--- src/rtl/io_port_hub.sv ---
// MCU port-bus hub: strobed writes to latched output channels, synchronised input reads,
// and (when IO_HUB_IRQ_EN is defined) maskable change-detect interrupt on the inputs.
module io_port_hub #(
   parameter int          DATA_W      = 8,
   parameter int          N_OUT       = 4,
   parameter int          N_IN        = 4,
   parameter logic [7:0]  OUT_BASE    = 8'h40,
   parameter logic [7:0]  IN_BASE     = 8'h20,
   parameter logic [7:0]  IRQ_BASE    = 8'hF0,
   parameter int          SYNC_STAGES = 2
) (
   input  logic                     clk,
   input  logic                     reset_n,
   input  logic [7:0]               port_id,
   input  logic [DATA_W-1:0]        out_port,
   input  logic                     io_strb,
   output logic [DATA_W-1:0]        in_port,
   output logic                     interrupt,
   input  logic [N_IN*DATA_W-1:0]   ext_in,
   output logic [N_OUT*DATA_W-1:0]  ext_out,
   output logic [N_OUT-1:0]         out_valid
);

   localparam int OUT_LO = int'(OUT_BASE);
   localparam int OUT_HI = int'(OUT_BASE) + N_OUT - 1;
   localparam int IN_LO  = int'(IN_BASE);
   localparam int IN_HI  = int'(IN_BASE) + N_IN - 1;
   localparam int IRQ_LO = int'(IRQ_BASE);
   localparam int IRQ_HI = int'(IRQ_BASE) + 1;

   if (OUT_LO <= IN_HI && IN_LO <= OUT_HI) begin : g_ovl_out_in
      $error("io_port_hub: OUT and IN address ranges overlap");
   end
`ifdef IO_HUB_IRQ_EN
   if (IRQ_LO <= OUT_HI && OUT_LO <= IRQ_HI) begin : g_ovl_irq_out
      $error("io_port_hub: IRQ and OUT address ranges overlap");
   end
   if (IRQ_LO <= IN_HI && IN_LO <= IRQ_HI) begin : g_ovl_irq_in
      $error("io_port_hub: IRQ and IN address ranges overlap");
   end
`endif

   logic [7:0]              out_off, in_off;
   logic                    irq_mask_hit, irq_pend_hit, out_hit, in_hit;
   logic [N_OUT*DATA_W-1:0] ext_out_q;
   logic [N_OUT-1:0]        out_valid_q;
   logic [N_IN*DATA_W-1:0]  sync_q [SYNC_STAGES];
   logic [N_IN*DATA_W-1:0]  synced;

   // Decode priority: IRQ ports, then OUT range, then IN range.
   assign out_off      = port_id - OUT_BASE;
   assign in_off       = port_id - IN_BASE;
   assign irq_mask_hit = (port_id == IRQ_BASE);
   assign irq_pend_hit = (port_id == IRQ_BASE + 8'd1);
   assign out_hit      = !irq_mask_hit && !irq_pend_hit && (int'(out_off) < N_OUT);
   assign in_hit       = !irq_mask_hit && !irq_pend_hit && !out_hit && (int'(in_off) < N_IN);
   assign synced       = sync_q[SYNC_STAGES-1];

   always_ff @(posedge clk or negedge reset_n) begin
      if (!reset_n) begin
         ext_out_q   <= '0;
         out_valid_q <= '0;
      end else begin
         out_valid_q <= '0;
         for (int k = 0; k < N_OUT; k++) begin
            if (io_strb && out_hit && out_off == 8'(k)) begin
               ext_out_q[k*DATA_W +: DATA_W] <= out_port;
               out_valid_q[k]                <= 1'b1;
            end
         end
      end
   end

   always_ff @(posedge clk or negedge reset_n) begin
      if (!reset_n) begin
         for (int i = 0; i < SYNC_STAGES; i++) sync_q[i] <= '0;
      end else begin
         sync_q[0] <= ext_in;
         for (int i = 1; i < SYNC_STAGES; i++) sync_q[i] <= sync_q[i-1];
      end
   end

   assign ext_out   = ext_out_q;
   assign out_valid = out_valid_q;

`ifdef IO_HUB_IRQ_EN
   localparam int ARM_MAX = SYNC_STAGES + 1;
   localparam int ARM_W   = $clog2(ARM_MAX + 1);

   logic [ARM_W-1:0]       arm_q;
   logic [N_IN*DATA_W-1:0] prev_q;
   logic [N_IN-1:0]        mask_q, pend_q, pend_d, change, clr;
   logic                   armed, irq_q;

   // Detection stays off until the reset-time synchroniser fill has drained through prev.
   assign armed = (arm_q == ARM_W'(ARM_MAX));
   assign clr   = (io_strb && irq_pend_hit) ? out_port[N_IN-1:0] : '0;

   always_comb begin
      change = '0;
      for (int k = 0; k < N_IN; k++)
         change[k] = armed && (synced[k*DATA_W +: DATA_W] != prev_q[k*DATA_W +: DATA_W]);
      pend_d = (pend_q & ~clr) | change;
   end

   always_ff @(posedge clk or negedge reset_n) begin
      if (!reset_n) begin
         arm_q  <= '0;
         prev_q <= '0;
         mask_q <= '0;
         pend_q <= '0;
         irq_q  <= 1'b0;
      end else begin
         if (!armed) arm_q <= arm_q + 1'b1;
         prev_q <= synced;
         pend_q <= pend_d;
         if (io_strb && irq_mask_hit) mask_q <= out_port[N_IN-1:0];
         irq_q  <= |(pend_q & mask_q);
      end
   end

   assign interrupt = irq_q;
`else
   assign interrupt = 1'b0;
`endif

   always_comb begin
      in_port = '0;
      if (irq_mask_hit) begin
`ifdef IO_HUB_IRQ_EN
         in_port[N_IN-1:0] = mask_q;
`endif
      end else if (irq_pend_hit) begin
`ifdef IO_HUB_IRQ_EN
         in_port[N_IN-1:0] = pend_q;
`endif
      end else if (in_hit) begin
         for (int k = 0; k < N_IN; k++)
            if (in_off == 8'(k)) in_port = synced[k*DATA_W +: DATA_W];
      end
   end

endmodule

--- config.mk ---
export PLATFORM = sky130hd
export DESIGN_NAME = io_port_hub
export DESIGN_NICKNAME = d
export VERILOG_FILES = /design/src/rtl/io_port_hub.sv
export SDC_FILE = /design/constraint.sdc
export NUM_CORES = 1
export LEC_CHECK = 0
export ABC_AREA = 0
export ABC_CLOCK_PERIOD_IN_PS = 1600
export BUFFER_PORTS_ARGS = -buffer_cell sky130_fd_sc_hd__buf_4
export CAP_MARGIN = 25
export CELL_PAD_IN_SITES_DETAIL_PLACEMENT = 1
export CELL_PAD_IN_SITES_GLOBAL_PLACEMENT = 1
export CORE_ASPECT_RATIO = 0.6
export CORE_MARGIN = 5
export CORE_UTILIZATION = 39
export CTS_CLUSTER_SIZE = 12
export DETAILED_ROUTE_END_ITERATION = 8
export PLACE_DENSITY = 0.7
export SYNTH_ARGS = -nofsm -noshare
export SYNTH_HDL_FRONTEND = slang
export SYNTH_SLANG_ARGS = --single-unit
--- constraint.sdc ---
create_clock -name clk -period 1.6 [get_ports clk]
set_clock_uncertainty 0.1 [all_clocks]
set_input_delay 0.24 -clock clk [delete_from_list [all_inputs] [get_ports clk]]
set_output_delay 0.24 -clock clk [all_outputs]
set_load 0.03 [all_outputs]
==> summary.txt <==
Yosys
  – Post-synthesis xor/xnor area fraction: less than 1%
  – Yosys warning total: 0
  – Yosys cell types: 24
  – Sequential area share after synthesis: between 70% and 80%
  – #FFs+latches synth: 100
  – Largest family of logic cells by synthesized area: multiplexers
  – Mux contribution to synthesized area: 14.59%
  – Mean post-synth cell area: between 15 and 20 µm²
  – Syn_nets: ~250
  – Adder-cell share of the synthesized area: less than 1%
  – Compound-Gate Fraction of Synth Area: between 1.5 and 2%
  – Gate Count Post-Synth: approximately 190
  – Synthesized-area fraction occupied by and/or/nand/nor cells: about 5.3%
  – Mapped Area: 0.003293 mm²

Clocking
  – Worst-Skew Late Latency: approximately 0.34 ns
  – CTS sink cnt: 100
  – CTS tree: built
  – Root buffer cell: clkbuf_16
  – H-tree depth: 3
  – Worst-path clk slew: 0.06 ns
  – Clock Path Buffers: 2
  – Total CTS buffers: 9

Placed design
  – Gpl congestion: 0.7551
  – Port bufs: 94
  – Setup slack at placement: -0.3261 ns
  – Area after DPL: approximately 0.0044 mm²
  – HPWL after DPL: 5.788 mm
  – Placed Cells: 415

Timing
  – Tcrit/Tclk final: 108.9%
  – Relative max-transition margin: between 60% and 70%
  – Final hold viol count: 0
  – Slew Limit Fails: 0
  – Clock period minus worst slack: approximately 1.7 ns
  – Max Fclk: 573.8 MHz
  – Fin worst setup slack: -0.1427 ns
  – Setup violators final: 13
  – RSZ-0062 raised after global routing: true
  – Worst-Margin Slew: ~0.53 ns

Power and ir drop
  – Power Density: approximately 1000 mW/mm²
  – Final total power: around 5300 µW
  – Leak Pwr: between 0.002 and 0.003 µW
  – Max IR drop VDD: 0.0005018 V

Floorplan
  – Io pins: 96
  – Die W: 128.6 µm
  – Site Rows: 26
  – CORE AREA: 0.008361 mm²
  – Die area: 0.01044 mm²
  – Die Y: a little over 80 µm
  – Starting Density: 39.39%

Detailed routing
  – Vias: roughly 2100
  – Initial DRC Count: approximately 90
  – DR WL/cell: between 15 and 20 µm
  – Vias per cell: ~4.6
  – DRC viols: 0
  – DR pass1 iterations: 4
  – Post-route ant nets: 0
  – Final WL: roughly 8.7 mm

Critical path
  – Arrival @ worst endpoint: 1.40 ns
  – Slowest CP cell: ha_4
  – Crit path launch: port_id[5]
  – Worst Path Required: ~1.3 ns
  – CP dominant cell by count: buf_8
  – Critical Path Start Type: input port
  – Crit path capture type: output pin
  – Ordered list of cells on the worst path: buf_8 > inv_8 > ha_4 > nor4b_4 > nand3_4 > buf_8 > nor3_4 > buf_6
  – CP peak stage delay: 0.23 ns
  – WS Path Type: in -> out
  – CP max FO: 4
  – Reg2reg start: ext_out[2]

Global route
  – First-pass GRT wire length: about 14 mm
  – Tot GR Track Use: 17.89%
  – Largest net degree at the start of global routing: roughly 100
  – Vias in the first global route: 2484
  – Antenna violations before repair: 0
  – Overflow after GRT: 0

Cells and area
  – Final Cell Area: about 0.0052 mm²
  – Share of cells above drive strength 1: between 50% and 60%
  – Area delta synth->final: 56.42%
  – Area of the multi-input gates: around 930 µm²
  – Fillers: slightly below 800
  – ANT cells: 0
  – Storage element area: 0.002502 mm²
  – Final Instance Count excl. Fillers: around 460
  – Final #Nets: 400
  – Fin util: 61.61%

Run
  – Max-cap viol count: 0

Hold path
  – Hold Path Class: in -> reg
  – Worst Hold Launch: out_port[6]

Status
  – Status: complete, but fails checks
  – Failing checks: negative setup slack
-- worst max-delay path: cells and delay by family --
kind | cells | cell delay, ns
AND/OR/NAND/NOR | 3 | 0.49
buffers and inverters | 4 | 0.44
adder cells (fa/ha/maj) | 1 | 0.23
-- timing repair --
item | in CTS | in global routing
setup endpoints to repair | 8 | 16
pin swaps | 6 | 2
setup buffers | 2 | 0
endpoints found under the hold margin | 132 | 0
hold buffers | 33 | 0
resized for setup | 27 | 0
-- cell families (layout without fill, tap and decap cells) --
kind of cell | count (synthesis) | in the layout
other cells | 1 | 1
buf+inv | 12 | 170
simple gates | 31 | 31
xor+xnor | 1 | 1
flops | 100 | 100
compound gates | 8 | 8
fa+ha+maj | 1 | 1
mux | 40 | 40
-- per-stage QoR --
step                      hold WS, ns  setup TNS [ns]
after floorplan               -0.1556          -1.177
after global placement         0.2330          -5.493
after detailed placement       0.2364          -5.566
after CTS                     0.04619          -1.234
after global routing          0.05420          -1.574
final                         0.05724          -1.018
-- power breakdown --
| group | internal, µW | leakage, µW | switching, µW |
|---|---|---|---|
| registers | 2650 | 0.00124 | 49.2 |
| clock network | 1090 | 0.000125 | 898 |
| logic | 300 | 0.00115 | 291 |
-- cell usage after synthesis (all sizes together) --
| master | count | area, µm² |
|---|---|---|
| clkbuf | 3 | 11.26 |
| or4b | 1 | 10.01 |
| conb | 1 | 3.750 |
| nor4b | 1 | 8.760 |
| or4 | 1 | 7.510 |
| or3 | 1 | 6.260 |
| nand3 | 2 | 10.01 |
| nand3b | 1 | 7.510 |
| nand2 | 1 | 3.750 |
| inv | 6 | 22.52 |
| nor3 | 9 | 45.04 |
| nor2 | 10 | 37.54 |
| and4bb | 1 | 12.51 |
| mux2 | 40 | 480.5 |
| nand4bb | 1 | 11.26 |
| dfrtp | 100 | 2502 |
| o22ai | 8 | 50.05 |
| nand4b | 1 | 8.760 |
| nand2b | 1 | 6.260 |
| ha | 1 | 12.51 |
| xnor2 | 1 | 8.760 |
| buf | 3 | 26.27 |
-- state kept, by name, indices dropped and copies added (netlist names) --
name	flops
synced	32
out_valid	4
ext_out	32
sync_q	32
-- per-layer routing --
metal / wire, µm / part of all wire, % / vias to the layer above / track usage (%)
li1: - / - / 970 / -
met1: 3606 / 41 / 1112 / 22.47
met2: 4568 / 52 / 52 / 30.58
met3: 417 / 4.8 / 11 / 4.468
met4: 124 / 1.4 / 0 / 6.289
met5: 0 / 0 / - / 0
-- worst paths after layout --
check                           slack (ns)           end  cells past startpoint
worst min-delay path                  0.06   ext_out[30]                      2
worst max register to register        0.72    ext_out[2]                      1
worst max-delay path                 -0.14    in_port[2]                      8
max in group asynchronous             0.59  out_valid[2]                      3
min in group asynchronous             0.39    ext_out[9]                      3
worst min register to register        0.25    synced[15]                      0
-- placed cells by master (no fill, tap or decap), types with 2 or more instances in the layout --
cell type,count
o22ai_4,2
nor3_4,8
buf_4,102
clkbuf_1,2
dlygate4sd3_1,33
o22ai_2,6
buf_8,3
buf_6,10
dfrtp_1,100
nor2_1,10
mux2_4,9
clkbuf_16,9
mux2_2,31
inv_1,4
clkinvlp_4,2
-- area by class of cell --
cell class | instances | share of cell area [%]
multi-input combinational | 82 | 18.05
inverter | 6 | 0.6801
tap | 112 | 2.720
sequential | 100 | 48.58
clock buffer | 12 | 4.785
clock inverter | 3 | 0.4615
timing repair buffer | 149 | 24.73
Note: power is estimated with default switching activity, not from simulation.
